--- config.mk ---
export PLATFORM = sky130hd
export DESIGN_NAME = scan_responder
export DESIGN_NICKNAME = d
export VERILOG_FILES = /design/src/rtl/scan_responder.sv
export SDC_FILE = /design/constraint.sdc
export NUM_CORES = 1
export LEC_CHECK = 0
export ABC_AREA = 1
export CAP_MARGIN = 30
export CORE_AREA = 4 4 132 134
export DETAILED_ROUTE_END_ITERATION = 6
export DIE_AREA = 0 0 136 138
export DONT_BUFFER_PORTS = 1
export PLACE_DENSITY = 0.8
export SYNTH_ARGS = -nofsm -noshare
export SYNTH_HDL_FRONTEND = slang
export SYNTH_SLANG_ARGS = --single-unit
--- constraint.sdc ---
create_clock -name clk_in -period 1 [get_ports clk_in]
set_input_delay 0.1 -clock clk_in [delete_from_list [all_inputs] [get_ports clk_in]]
set_output_delay 0.1 -clock clk_in [all_outputs]
set_load 0.005 [all_outputs]
--- src/rtl/scan_responder.sv ---
// scan_responder: serial scan-chain responder that captures the core image, shifts a frame and commits it back
// Optional frame length checking: define SCAN_FRAME_CHECK_EN.
// Ports:
//   clk_in, rst_in (sync, active-low)
//   scan_enable_in, scan_in, scan_out    : serial frame interface, MSB first
//   halt_in                              : core halt flag, shown on scan_out between frames
//   core_image_in                        : live parallel core image
//   commit_data_out, commit_valid_out    : image to write into the core, qualified by valid
//   commit_ready_in                      : core accepts the commit
//   frame_err_out                        : sticky, last frame had the wrong bit count
//   busy_out                             : high in any state except IDLE
module scan_responder #(
  parameter int FULL_MEM_SIZE = 18,
  localparam int SCAN_CHAIN_SIZE = 24 + 8 * FULL_MEM_SIZE
) (
  input  logic                       clk_in,
  input  logic                       rst_in,
  input  logic                       scan_enable_in,
  input  logic                       scan_in,
  output logic                       scan_out,
  input  logic                       halt_in,
  input  logic [SCAN_CHAIN_SIZE-1:0] core_image_in,
  output logic [SCAN_CHAIN_SIZE-1:0] commit_data_out,
  output logic                       commit_valid_out,
  input  logic                       commit_ready_in,
  output logic                       frame_err_out,
  output logic                       busy_out
);
  localparam int N = SCAN_CHAIN_SIZE;
  typedef enum logic [1:0] {IDLE, SHIFT, COMMIT} state_t;
  state_t state, nxt;
  logic [N-1:0] shreg;
  logic len_ok;
  always_ff @(posedge clk_in)
    state <= !rst_in ? IDLE : nxt;
  always_comb begin
    nxt = state;
    if (state == IDLE) nxt = scan_enable_in ? SHIFT : IDLE;
    if (state == SHIFT && !scan_enable_in) nxt = len_ok ? COMMIT : IDLE;
    if (state == COMMIT && commit_ready_in) nxt = IDLE;
  end
  // The first shift edge captures the live image, so the frame shifts the image out while shifting the new one in.
  always_ff @(posedge clk_in)
    if (!rst_in) shreg <= '0;
    else if (scan_enable_in && state == IDLE) shreg <= {core_image_in[N-2:0], scan_in};
    else if (scan_enable_in && state == SHIFT) shreg <= {shreg[N-2:0], scan_in};
`ifdef SCAN_FRAME_CHECK_EN
  localparam int CW = $clog2(N + 2);
  logic [CW-1:0] bitcnt;
  logic frame_err;
  always_ff @(posedge clk_in)
    if (!rst_in) begin
      bitcnt <= '0;
      frame_err <= 1'b0;
    end else begin
      if (scan_enable_in && state == IDLE) bitcnt <= CW'(1);
      else if (scan_enable_in && state == SHIFT && bitcnt != CW'(N + 1)) bitcnt <= bitcnt + 1'b1;
      if (!scan_enable_in && state == SHIFT) frame_err <= !len_ok;
    end
  assign len_ok = bitcnt == CW'(N);
  assign frame_err_out = frame_err;
`else
  assign len_ok = 1'b1;
  assign frame_err_out = 1'b0;
`endif
  assign scan_out = !scan_enable_in ? halt_in : (state == IDLE ? core_image_in[N-1] : shreg[N-1]);
  assign commit_data_out = shreg;
  assign commit_valid_out = state == COMMIT;
  assign busy_out = state != IDLE;
endmodule

Yosys cells after proc, flatten, opt, wreduce, memory -nomap -nowiden. Index checks and enable logic that the tools add are counted.

Register bits: 170. Output and inout bits: 172. Word-level logic and storage cells: 24.

Eq/ne operators: 2. Muxes and demuxes: 7. Bitwise gates (word level): 1. Reductions and logical operators: 11.

Operators by type and width (count): $mux 168 (2); $reduce_bool 2->1 (3); $logic_and 1x1->1 (4); $mux 2 (2); $mux 1 (3); $reduce_or 3->1 (1); $eq 2x1->1 const B (1); $eq 2x2->1 const B (1); $logic_not 2->1 (1); $reduce_or 2->1 (1); $logic_not 1->1 (1); $not 1->1 (1).

Longest topological paths before layout.
Depth in word-level cells: 4. Gate-level depth with buffers: 8. Depth with buffers taken out: 6.

Worst setup path before layout. Ideal clock, no wire load.

Kind: reg-to-reg. Start point: register state[0]. End point: register shreg[10] (netlist: commit_data_out[10]). Setup time: 0.057 ns. Arrival: 1.032 ns. Data required time: 0.943 ns. Slack: -0.089 ns. Stages on the path, launching flop included: 8. Cells stage by stage: dfxtp_1 nor2_2 buf_2 buf_2 nand3_1 nand3_1 nand2_1 inv_1.

Longest elaborated chain between the ends: 3. Elaborated cells on any way between the ends: 6.

Ends and longest elaborated chain: start: declaration (RTL line 31) `state_t state, nxt;`; start signal: assignment (RTL line 35) `state <= !rst_in ? IDLE : nxt;`; $eq 2x1->1 / $logic_not 2->1 (equally long branches) (RTL line 46, 45); $logic_and 1x1->1 (on tied branches) (RTL line 46, 45); $reduce_bool 2->1 (no line) / $mux 168 (equally long branches); end signal: assignment (RTL line 45) `else if (scan_enable_in && state == IDLE) shreg <= {core_image_in[N-2:0], scan_in};`; end signal: assignment (RTL line 46) `else if (scan_enable_in && state == SHIFT) shreg <= {shreg[N-2:0], scan_in};`; end: declaration (RTL line 32) `logic [N-1:0] shreg;`.

Several ways; a longest one is shown, not always the timed one. A chain may end at the register's enable or synchronous reset.

Worst setup path after layout.
Start point: register state[0]. End point: register shreg[108] (netlist: commit_data_out[108]).

Same word-level chain as after synthesis.

==> metrics <==
Total Routing Usage GR 27.8%; combinational fraction of design power 18.6%; Core Area 16300 µm²; Final period util 139%; Synth cell types 18; vias in the first global route 8188; Most used DFF post-synth dfxtp_1; post-route setup slack -0.395 ns; Ports 346; Area after DPL 9170 µm²; peak supply drop 0.00114 V; Layout fillers 1106; GP Congestion 0.858; RSZ-0062 raised after global routing true; cell taking the most area after synthesis dfxtp_1; drt total wl 32.9 mm; DR iter-0 viols 995; max-slew violations 0; Rel. slew slack 48.9%; Synth area leaders dfxtp_1, nand3_1, nand2_1, nand4_1, inv_1; Crit Path Max Fanout 6; Pre-antenna DRT Iters 5; DRC violations left 0; synthesis-stage register bit count 170; mapped cell area 8720 µm²; nets 1504; hold crit path type in2reg; Post-synth EDFFs 0; Mapped Avg Cell Area 6.59 µm²; floorplan row count 47; clock group share of total power 38.1%; hold buffers post-CTS 7; CTS tree built; NetSw 5.36 mW; crit path capture type register; die width 136 µm; total CTS buffers 17; syn nets 1496; hold depth 2; Pleak 6.13 nW; Worst-Margin Slew 0.767 ns; Die Y-Extent 138 µm; initial antenna violation count 1; Int Pwr 12.6 mW; antenna-violating nets left 0; skew final 0.00941 ns; Placement Setup Slack -0.238 ns; Post-synth ARST share 0%; Seq pwr share 43.2%; hold_ws -0.218 ns; largest net degree at the start of global routing 332; Design Area, Final 11600 µm²; sequential area share after synthesis 39.0%; status finished with violations; Synth Warn # 0; total power 18.0 mW; final core utilization 71.4%; maxcap violations 0; Cells after Synth 1322; Wirelength per Cell 21.1 µm; WP data arrival 1.76 ns; violated checks negative hold slack, negative setup slack; H-Tree Depth 4; GRT overflow 0; Setup TNS Final -49.70 ns; Worst-Skew Late Latency 0.42 ns; die area 18800 µm²; layout cells sized above 1 23.9%; CTS sink count 170; max frequency 717 MHz; Area Growth Syn to Fin 33.4%; final setup fails 175; clk slew on worst S/H paths 0.07 ns; count leader, synth nand2_1; CTS Root Cell clkbuf_16; Worst R2R Path Depth 9; Detail Placement HPWL 17.7 mm; clk buf depth 2; Critical Path RT 1.37 ns; first-pass GRT wire length 43.5 mm; Crit Path Category reg2reg; DR vias/cell 6.25; sw frac 29.9%; Port-buffer cells 0; top-area cell type share of the netlist area 39.0%; Tmin final 1.39 ns; most frequent cells after synthesis nand2_1, nand3_1, inv_1; vias 9781; crit path launch type register; Initial Util 53.5%; pwr dens 1550 nW/µm²; Final Hold Violating Endpoints 164
-- power groups by stage --
| stage | clock [mW] | combinational [mW] | sequential, mW |
|---|---|---|---|
| after global placement | 0 | 2.15 | 7.88 |
| after global routing | 7.18 | 3.61 | 7.81 |
| after detailed placement | 0 | 2.21 | 7.88 |
| after CTS | 6.85 | 2.52 | 7.73 |
| after floorplan | 0 | 1.90 | 7.70 |
| final | 6.85 | 3.35 | 7.77 |
-- registers in the layout (all words and copies together), names as in the netlist --
register	flops
state	2
commit_data_out	168
-- worst paths after layout --
kind | startpoint | endpoint | slack, ns
min | rst_in | commit_data_out[11] | -0.22
max | state[0] | commit_data_out[108] | -0.39
min reg2reg | commit_data_out[0] | commit_data_out[0] | 0.53
max reg2reg | state[0] | commit_data_out[108] | -0.39
-- routing by layer --
metal  up-vias  global-route usage [%]  share of wire (%)
met4         0                    11.4                6.2
met5         -                       0                  0
met1      4482                    34.9                 34
li1       4408                       -                  -
met2       721                    44.3                 48
met3       170                    8.47                 12
-- critical path: stages (launching register included) --
cell and delay (ns):
dfxtp_4 0.36, nor2_4 0.13, buf_6 0.15, buf_12 0.14, buf_12 0.12, clkbuf_16 0.14, nand3_2 0.07, nand3_2 0.10
nand2_1 0.06, inv_1 0.07
-- cell usage in the layout (no fill, tap or decap), types with 3 or more instances in the layout --
cell	instances
clkbuf_16	29
dfxtp_2	8
nor2_1	8
nand2_2	7
nand4_1	163
buf_16	7
dfxtp_1	160
inv_6	6
a21oi_1	5
nand3_2	132
nand3_1	182
inv_1	165
dlygate4sd3_1	7
nand3_4	14
buf_8	8
inv_2	6
nor2_4	4
buf_6	28
inv_8	3
buf_4	28
buf_12	25
nand2_1	330
-- kinds of logic (layout without fill, tap and decap cells) --
| kind of cell | count (synthesis) | count (layout) | share of synthesized area, % |
|---|---|---|---|
| flops | 170 | 170 | 39.0 |
| other cells | 1 | 2 | 0.0430 |
| simple gates | 841 | 843 | 45.7 |
| buf+inv | 301 | 320 | 14.7 |
| compound gates | 9 | 9 | 0.545 |
-- area by class of cell --
class                      count  area [µm²]  share of cell area, %
multi-input combinational    853        4970                   42.8
sequential                   170        3420                   29.4
timing repair buffer         115        1710                   14.7
inverter                     173         662                   5.69
clock buffer                  18         429                   3.69
tap                          220         275                   2.37
clock inverter                14         159                   1.37
antenna                        1        2.50                 0.0215
-- metrics by stage --
stage / std cells / hold WS (ns)
floorplan: 1322 / 0.180
global placement: 1477 / 0.188
detailed placement: 1477 / 0.189
CTS: 1531 / -0.235
global route: 1564 / -0.222
finish: 1564 / -0.218
-- what timing repair did --
action / CTS / global route
cloned: 6 / 15
hold endpoints to repair: 170 / 165
resized for setup: 24 / 227
pin swaps: 2 / 57
setup endpoints to repair: 178 / 179
setup buffers: 9 / 22
(Power assumes the default switching activity.)
